--- config.mk ---
export PLATFORM = sky130hd
export DESIGN_NAME = lsu_store_queue
export DESIGN_NICKNAME = d
export VERILOG_FILES = /design/src/rtl/lsu_store_queue.sv
export SDC_FILE = /design/constraint.sdc
export NUM_CORES = 2
export LEC_CHECK = 0
export ABC_AREA = 0
export CAP_MARGIN = 25
export CORE_MARGIN = 2
export CORE_UTILIZATION = 50
export CTS_BUF_LIST = sky130_fd_sc_hd__clkbuf_16
export DETAILED_ROUTE_END_ITERATION = 10
export PLACE_DENSITY = 0.69
export SYNTH_ARGS = -nofsm -noshare
export SYNTH_HDL_FRONTEND = slang
export SYNTH_SLANG_ARGS = --single-unit
--- constraint.sdc ---
create_clock -name clk -period 24.7 [get_ports clk]
set_input_delay 2.47 -clock clk [delete_from_list [all_inputs] [get_ports clk]]
set_output_delay 2.47 -clock clk [all_outputs]
set_load 0.1 [all_outputs]
--- src/rtl/lsu_store_queue.sv ---
`timescale 1ns/1ps
`default_nettype none
// ============================================================================
// Module   : lsu_store_queue
// Purpose  : In-order LSU store queue: dispatch->commit->drain with a single
//            outstanding memory write and per-byte store-to-load forwarding.
// Options  : LSU_SQ_FWD_EN enables forwarded load data (else overlap stalls)
// Revision : 1.0 - initial release
// ============================================================================
module lsu_store_queue #(
  parameter int SQ_DEPTH = 8,
  parameter int XLEN     = 32,
  parameter int ADDR_W   = 32,
  parameter int ROB_W    = 6
) (
  input  logic                        clk,
  input  logic                        reset,
  input  logic                        alloc_valid,
  output logic                        alloc_ready,
  input  logic [ROB_W-1:0]            alloc_rob_idx,
  input  logic [ADDR_W-1:0]           alloc_addr,
  input  logic [1:0]                  alloc_size,
  input  logic [XLEN-1:0]             alloc_data,
  output logic [$clog2(SQ_DEPTH)-1:0] alloc_idx,
  input  logic                        commit_valid,
  input  logic [ROB_W-1:0]            commit_rob_idx,
  input  logic                        flush,
  input  logic                        ld_valid,
  input  logic [ADDR_W-1:0]           ld_addr,
  input  logic [1:0]                  ld_size,
  input  logic [$clog2(SQ_DEPTH):0]   ld_sq_tail,
  output logic                        fwd_hit,
  output logic                        fwd_partial,
  output logic [XLEN-1:0]             fwd_data,
  output logic                        mem_req_valid,
  input  logic                        mem_req_ready,
  output logic [ADDR_W-1:0]           mem_addr,
  output logic [XLEN-1:0]             mem_wdata,
  output logic [XLEN/8-1:0]           mem_wstrb,
  input  logic                        mem_resp_valid,
  input  logic                        mem_resp_err,
  output logic                        exc_valid,
  output logic [1:0]                  exc_cause,
  output logic [ROB_W-1:0]            exc_rob_idx,
  output logic                        commit_err,
  output logic [$clog2(SQ_DEPTH):0]   count,
  output logic                        empty
);

  localparam int PW    = $clog2(SQ_DEPTH);
  localparam int PTR_W = PW + 1;
  localparam int SB    = XLEN / 8;
  localparam int OFF_W = $clog2(SB);
  localparam int WA_W  = ADDR_W - OFF_W;

  localparam logic [1:0] c_st_idle = 2'd0;
  localparam logic [1:0] c_st_req  = 2'd1;
  localparam logic [1:0] c_st_resp = 2'd2;

  // Entries keep lane-aligned data/strobe and word address, ready for drain and lookup.
  logic [SQ_DEPTH-1:0] r_valid, r_exc, r_cmt;
  logic [ROB_W-1:0]    r_rob   [SQ_DEPTH];
  logic [WA_W-1:0]     r_waddr [SQ_DEPTH];
  logic [SB-1:0]       r_strb  [SQ_DEPTH];
  logic [XLEN-1:0]     r_data  [SQ_DEPTH];

  logic [PTR_W-1:0] r_head, r_cptr, r_tail;
  logic [1:0]       r_state;
  logic             r_exc_valid, r_commit_err;
  logic [1:0]       r_exc_cause;
  logic [ROB_W-1:0] r_exc_rob;

  logic [PW-1:0]    w_hidx, w_cidx, w_tidx;
  logic             w_full, w_pending, w_alloc_fire, w_commit_fire, w_alloc_mis;
  logic [OFF_W-1:0] w_aoff, w_ld_off;
  logic [7:0]       w_amask8, w_lmask8;
  logic [XLEN-1:0]  w_adm, w_awdata;
  logic [SB-1:0]    w_astrb, w_lstrb, w_cov, w_lcov;
  logic [PTR_W-1:0] w_lim;
  logic [PW-1:0]    w_fidx;
`ifdef LSU_SQ_FWD_EN
  logic [XLEN-1:0]  w_gath, w_lbits;
  logic             w_full_cov;
`endif

  function automatic logic [7:0] size_mask(input logic [1:0] sz);
    case (sz)
      2'd0:    size_mask = 8'h01;
      2'd1:    size_mask = 8'h03;
      2'd2:    size_mask = 8'h0F;
      default: size_mask = 8'hFF;
    endcase
  endfunction

  function automatic logic [2:0] align_mask(input logic [1:0] sz);
    case (sz)
      2'd0:    align_mask = 3'd0;
      2'd1:    align_mask = 3'd1;
      2'd2:    align_mask = 3'd3;
      default: align_mask = 3'd7;
    endcase
  endfunction

  assign w_hidx        = r_head[PW-1:0];
  assign w_cidx        = r_cptr[PW-1:0];
  assign w_tidx        = r_tail[PW-1:0];
  assign w_full        = (r_tail ^ r_head) == PTR_W'(SQ_DEPTH);
  assign w_pending     = (r_head != r_cptr);
  assign w_alloc_fire  = alloc_valid && !w_full && !flush;
  assign w_commit_fire = commit_valid && (r_cptr != r_tail) && (r_rob[w_cidx] == commit_rob_idx);
  assign w_alloc_mis   = ((alloc_addr[2:0] & align_mask(alloc_size)) != 3'd0)
                         || ((alloc_size == 2'd3) && (XLEN == 32));

  assign alloc_ready = !w_full;
  assign alloc_idx   = w_tidx;
  assign count       = r_tail - r_head;
  assign empty       = (r_tail == r_head);
  assign exc_valid   = r_exc_valid;
  assign exc_cause   = r_exc_cause;
  assign exc_rob_idx = r_exc_rob;
  assign commit_err  = r_commit_err;

  assign mem_req_valid = (r_state == c_st_req);
  assign mem_addr      = mem_req_valid ? {r_waddr[w_hidx], {OFF_W{1'b0}}} : '0;
  assign mem_wdata     = mem_req_valid ? r_data[w_hidx] : '0;
  assign mem_wstrb     = mem_req_valid ? r_strb[w_hidx] : '0;

  always_comb begin
    w_aoff   = alloc_addr[OFF_W-1:0];
    w_amask8 = size_mask(alloc_size);
    w_adm    = '0;
    for (int b = 0; b < SB; b++) w_adm[8*b +: 8] = {8{w_amask8[b]}};
    w_astrb  = SB'(w_amask8 << w_aoff);
    w_awdata = (alloc_data & w_adm) << {w_aoff, 3'b000};
  end

  // Oldest-to-youngest scan so later (younger) entries overwrite earlier bytes.
  always_comb begin
    w_ld_off = ld_addr[OFF_W-1:0];
    w_lmask8 = size_mask(ld_size);
    w_lstrb  = SB'(w_lmask8 << w_ld_off);
    w_lim    = ld_sq_tail - r_head;
    w_cov    = '0;
    w_fidx   = '0;
`ifdef LSU_SQ_FWD_EN
    w_gath   = '0;
`endif
    for (int k = 0; k < SQ_DEPTH; k++) begin
      w_fidx = w_hidx + PW'(k);
      if ((PTR_W'(k) < w_lim) && r_valid[w_fidx] && !r_exc[w_fidx]
          && (r_waddr[w_fidx] == ld_addr[ADDR_W-1:OFF_W])) begin
        for (int b = 0; b < SB; b++) begin
          if (r_strb[w_fidx][b]) begin
            w_cov[b] = 1'b1;
`ifdef LSU_SQ_FWD_EN
            w_gath[8*b +: 8] = r_data[w_fidx][8*b +: 8];
`endif
          end
        end
      end
    end
    w_lcov = w_cov & w_lstrb;
`ifdef LSU_SQ_FWD_EN
    w_lbits = '0;
    for (int b = 0; b < SB; b++) w_lbits[8*b +: 8] = {8{w_lcov[b]}};
    w_full_cov  = (w_lcov == w_lstrb) && (w_lstrb != '0);
    fwd_hit     = ld_valid && w_full_cov;
    fwd_partial = ld_valid && (w_lcov != '0) && !w_full_cov;
    fwd_data    = fwd_hit ? ((w_gath & w_lbits) >> {w_ld_off, 3'b000}) : '0;
`else
    fwd_hit     = 1'b0;
    fwd_partial = ld_valid && (w_lcov != '0);
    fwd_data    = '0;
`endif
  end

  always_ff @(posedge clk or posedge reset) begin
    if (reset) begin
      r_valid      <= '0;
      r_exc        <= '0;
      r_cmt        <= '0;
      for (int i = 0; i < SQ_DEPTH; i++) begin
        r_rob[i]   <= '0;
        r_waddr[i] <= '0;
        r_strb[i]  <= '0;
        r_data[i]  <= '0;
      end
      r_head       <= '0;
      r_cptr       <= '0;
      r_tail       <= '0;
      r_state      <= c_st_idle;
      r_exc_valid  <= 1'b0;
      r_exc_cause  <= 2'd0;
      r_exc_rob    <= '0;
      r_commit_err <= 1'b0;
    end else begin
      r_exc_valid  <= 1'b0;
      r_commit_err <= 1'b0;

      if (w_alloc_fire) begin
        r_valid[w_tidx] <= 1'b1;
        r_exc[w_tidx]   <= w_alloc_mis;
        r_cmt[w_tidx]   <= 1'b0;
        r_rob[w_tidx]   <= alloc_rob_idx;
        r_waddr[w_tidx] <= alloc_addr[ADDR_W-1:OFF_W];
        r_strb[w_tidx]  <= w_astrb;
        r_data[w_tidx]  <= w_awdata;
        r_tail          <= r_tail + PTR_W'(1);
      end

      if (w_commit_fire) begin
        r_cmt[w_cidx] <= 1'b1;
        r_cptr        <= r_cptr + PTR_W'(1);
      end else if (commit_valid) begin
        r_commit_err  <= 1'b1;
      end

      // A same-cycle commit survives the flush; everything younger is discarded.
      if (flush) begin
        for (int i = 0; i < SQ_DEPTH; i++)
          if (!r_cmt[i] && !(w_commit_fire && (PW'(i) == w_cidx))) r_valid[i] <= 1'b0;
        r_tail <= w_commit_fire ? r_cptr + PTR_W'(1) : r_cptr;
      end

      case (r_state)
        c_st_idle: begin
          if (w_pending) begin
            if (r_exc[w_hidx]) begin
              r_valid[w_hidx] <= 1'b0;
              r_head          <= r_head + PTR_W'(1);
              r_exc_valid     <= 1'b1;
              r_exc_cause     <= 2'd1;
              r_exc_rob       <= r_rob[w_hidx];
            end else begin
              r_state <= c_st_req;
            end
          end
        end
        c_st_req: if (mem_req_ready) r_state <= c_st_resp;
        c_st_resp: begin
          if (mem_resp_valid) begin
            r_valid[w_hidx] <= 1'b0;
            r_head          <= r_head + PTR_W'(1);
            r_state         <= c_st_idle;
            if (mem_resp_err) begin
              r_exc_valid <= 1'b1;
              r_exc_cause <= 2'd2;
              r_exc_rob   <= r_rob[w_hidx];
            end
          end
        end
        default: r_state <= c_st_idle;
      endcase
    end
  end

endmodule
`default_nettype wire

# After elaboration in Yosys (flattened, before gate mapping)
# Cells that the tools add are included.
# totals
wordCells	429
regBits	624
inputBits	125
output_inout_bits	122
# classes
shift	3
reduce_logical	87
bitwise_logic	20
n_eq_ne	33
mux	199
order_cmp	32
add_sub_neg	12
# ops
cell	count
$bmux 30 s3	8
$mux 30	17
$bwmux 256	1
$bwmux 240	1
$eq 30x30->1	8
$mux 32	5
$mux 4	32
$bmux 32 s3	1
$bmux 4 s3	8
$demux 32 s3	1
$demux 30 s3	1
$mux 1	65
$mux 8	7
$mux 6	9
$logic_and 1x1->1	49
$bmux 1 s3	16
$bwmux 48	1
$pmux 8 s3	2
$ge 4x4->1 const B	10
$lt 3x4->1 const B	10
$not 3->4	10
$bmux 6 s3	2
$and 32x32->32	1
$bwmux 32	1
other kinds (50)	120

# Depth between registers and ports, before layout
# depth
word_depth	24
mapped_depth	22
ltp_nobuf	13

# Worst setup path before layout
# No wires, ideal clock.
# synth_timing
kind	input -> output
startpoint	in ld_sq_tail[0]
endpoint	out fwd_partial
path_buffers	0
cell_stages	13
arrival_time_ns	5.740
required_time_ns	22.230
slack_ns	16.490
path_cell_list	inv_1 > ha_1 > fa_1 > xnor2_1 > and2_1 > o32ai_1 > nor4_1 > nand4_1 > nor4_4 > a222oi_1 > a31oi_1 > a2111oi_2 > o211ai_2
# synth_via
elab_chain_cells	23
elab_cells_between_ends	72
classes_between	add/sub (1); order compare (8); mux (36); bitwise (1); reduce/logical (26)
# synth_rtl
element	line_no	source
from (decl)	31	input logic [$clog2(SQ_DEPTH):0] ld_sq_tail,
$sub 4x4->4 *	142	w_lim = ld_sq_tail - r_head;
$lt 1x4->1	150	if ((PTR_W'(k) < w_lim) && r_valid[w_fidx] && !r_exc[w_fidx]
$logic_and 1x1->1 (2 in a row)	150	
$logic_and 1x1->1	151	&& (r_waddr[w_fidx] == ld_addr[ADDR_W-1:OFF_W])) begin
$mux 4	150	
$mux 1	153	if (r_strb[w_fidx][b]) begin
$mux 4	150	
$mux 1	153	
(+6 left out)	--	
$mux 4	150	
$mux 1	153	
$mux 4	150	
$mux 1	153	
$mux 4 *	150	
$and 4x4->4 *	162	w_lcov = w_cov & w_lstrb;
$reduce_bool 4->1 *	172	fwd_partial = ld_valid && (w_lcov != '0);
$logic_and 1x1->1 *	172	
to (decl)	33	output logic fwd_partial,
# Every way passes the cells marked *; elsewhere a longest branch is shown, timed or not.

# Worst setup path after layout
# layout_timing
startpoint	reg r_head[1]
endpoint	out fwd_partial
# layout_via
elab_chain_cells	24
elab_cells_between_ends	187
classes_between	add/sub (8); order compare (8); eq/ne (8); mux (120); bitwise (9); reduce/logical (34)
# layout_rtl
element	line_no	source
from (decl)	67	logic [PTR_W-1:0] r_head, r_cptr, r_tail;
from (signal assigned)	230	r_head <= r_head + PTR_W'(1);
from (signal assigned)	243	r_head <= r_head + PTR_W'(1);
parallel branches: the longest is 20 deep, another holds $add 3x1->3	--	
$mux 4 *	150	
$and 4x4->4 *	162	
$reduce_bool 4->1 *	172	
$logic_and 1x1->1 *	172	
# Mark *: on every way between the ends. The select of a mux whose other input is x is not followed.

==> results.cfg <==
[cts]
clock_latency_ps = 660
post-cts-setup-buffers = 0
clk_pin_slew_worst_paths_ps = 60
cts_sinks = 624
cts_tree = done
ctsResizeCount = 0
htree_levels = 3
clockRootBuffer = clkbuf_16
clock_path_buffers = 3
hold_buffers = 0
cts_made_buffers = 70

[detailed_routing]
drt-total-wl_um = 156000
num_vias = 35056
drc = 0
firstDrtPassIters = 6
wire_per_inst_um = 29.4
drtAntennaViolNets = 0
drtIter0Drc = 3610
via_per_inst = 6.60

[timing]
layout_worst_path_cycle_share_pct = 44.6
worst_pin_slew_ps = 1110
setup_tns_ps = 0
min_period_ps = 11020
maxSlewViolCount = 0
fmax_ghz = 0.0907
setup_viol = 0
rsz0062_at_grt = no
slew-limit-headroom_pct = 26.1
hold_ws_ps = 468
fin_worst_skew_ps = 41.6
hold_violations = 0

[yosys]
netlist_instances = 4095
synth_top_family_by_area = multiplexers
synth-simple-area-share_pct = 11.9
muxShareOfSynthArea_pct = 31.5
synthXorXnorAreaFrac_pct = 4.44
yosys_warnings = 0
syn_area_per_cell_um2 = 10.6
synth_seq_cells = 624
synth_cell_types = 93
mappedNetlistArea_mm2 = 0.0435
synthAdderAreaFrac_pct = 0.639
ys.flop_type = dfrtp_1
synth_top_area_cell = dfrtp_1
synth_compound_area_share_pct = 10.3
ys_top_cells_by_area = dfrtp_1, mux4_2, nand2_1
async_flop_share_pct = 100
ys_seq_area_share_pct = 35.9
synth_edf_count = 0
synth_top_area_share_pct = 35.9

[worst_setup_path]
cp.required_ps = 22230
cp-end-kind = primary output
arrival_ps = 8550
critical_path.cell_chain = buf_12 > buf_4 > nor2b_2 > buf_4 > a22o_1 > nor3_1 > nor4b_1 > nand4_1 > nor4_2 > a2bb2o_4 > a2111oi_0 > a31oi_1 > a2111oi_2 > o211ai_2 > clkdlybuf4s50_1
crit_slowest_cell = clkdlybuf4s50_1
cpMostUsedCell = buf_4
worst-path-buf-inv = 4
crit_family = buffers and inverters
path_class = reg2out
slowest_delay_ps = 1200
cp_max_fo = 111
start_kind = flop

[finish]
area_delta_synth_final_pct = 11.0
final_area_mm2 = 0.0482
final_common_cell = nand2_1
fin_nets = 4250
multi_input_area_mm2 = 0.0259
final_cell_mix = nand2_1, dfrtp_1, mux4_2
num-fill-cells = 7492
drive_gt1_share_pct = 19.4
stdcell_count = 5315
regArea_mm2 = 0.0156

[floorplan]
rows = 108
start_util_pct = 50.3
die-height_um = 299
coreArea_mm2 = 0.0865
die_x_um = 299
die_area_mm2 = 0.0893
io-pin-count = 247

[run_status]
outcome = complete, no violations

[place]
numPlacedInstances = 5184
place.gp.congestion = 1.11
dpl-instance-area_mm2 = 0.0458
port-buffer-count = 211
place.detailed.hpwl_um = 108000

[hold_path]
hold_path.class = reg2reg

[global_route]
grt_pass1_vias = 33976
track_usage_pct = 34.8
grt_pass1_wl_um = 233000
overflow = 0
grt_max_degree = 112
grt_antenna_before_repair = 7

[run]
max_cap_viol_count = 0
-- final cells by class --
class                      instances  area share (%)
clock inverter                    53            1.10
antenna                            4          0.0207
timing repair buffer             279            5.71
tap                             1155            3.00
clock buffer                      71            3.68
sequential                       624            32.4
inverter                          53           0.433
multi-input combinational       3076            53.7
-- stage by stage --
step / utilization, % / setup WS, ps
after floorplan: - / 4750
after global placement: 53.0 / 14490
after detailed placement: 53.0 / 14500
after CTS: 55.7 / 13840
after global routing: 55.8 / 13460
final: 55.8 / 13680
-- path summary, 6_finish.rpt --
check                           from              to  slack, ps  depth (start not counted)
max                        r_head[1]     fwd_partial      13680                         15
min                         r_cmt[0]        r_cmt[0]        470                          2
max reg2reg                r_head[1]      r_data[55]      19290                         11
min reg2reg                 r_cmt[0]        r_cmt[0]        470                          2
max in group asynchronous      reset    r_waddr[101]      18190                          9
min in group asynchronous      reset  exc_rob_idx[1]       2380                          2
-- Yosys cell counts (all sizes together) (6+ instances only) --
cell type,n
a2111oi,7
a21oi,97
a221oi,14
a22o,25
a22oi,59
a31oi,17
a32oi,9
and2,10
and3,17
buf,203
clkbuf,173
clkinv,6
dfrtp,624
ha,19
inv,47
mux2,214
mux2i,275
mux4,379
nand2,826
nand2b,37
nand3,60
nand4,36
nor2,94
nor2b,15
nor3,41
nor4,21
nor4b,6
o2111ai,7
o211ai,13
o21a,12
o21ai,358
o221ai,8
o22ai,49
o31ai,12
or3,13
xnor2,175
xor2,43
-- worst reg2reg max path, cell delays in order (launching register included) --
cell	delay, ps
dfrtp_4	980
clkinv_1	330
buf_4	360
ha_1	420
nand3_1	120
nand2b_1	190
nand2_1	210
nor3_1	710
nand3_4	840
buf_4	680
nand2_1	310
o21ai_0	110
-- logic make-up (layout without fill, tap and decap cells) --
logic type	Yosys count	in the layout
buffers and inverters	429	456
and+or+nand+nor	1198	1198
adders and majority gates	21	21
other	1	39
muxes	868	868
DFF	624	624
AOI/OAI and AO/OA	736	736
xor gates and xnor gates	218	218
-- sequential cells by signal, summed over array words and instances, names as in the netlist, 6 cells and up --
signal,count
r_cmt,8
exc_rob_idx,6
r_waddr,240
r_rob,48
r_strb,32
r_data,256
r_valid,8
r_exc,8
-- layer usage --
metal / GRT usage, % / up-vias / routed length (µm)
met4: 15.9 / 10 / 7840
met5: 0 / - / 66
met1: 47.1 / 17847 / 61500
met2: 54.4 / 1812 / 73500
li1: - / 15020 / -
met3: 7.07 / 367 / 13400
Power is left out: the tool's default activity adds up to more than one toggle a clock period on the data nets, which glitch-free logic cannot reach.
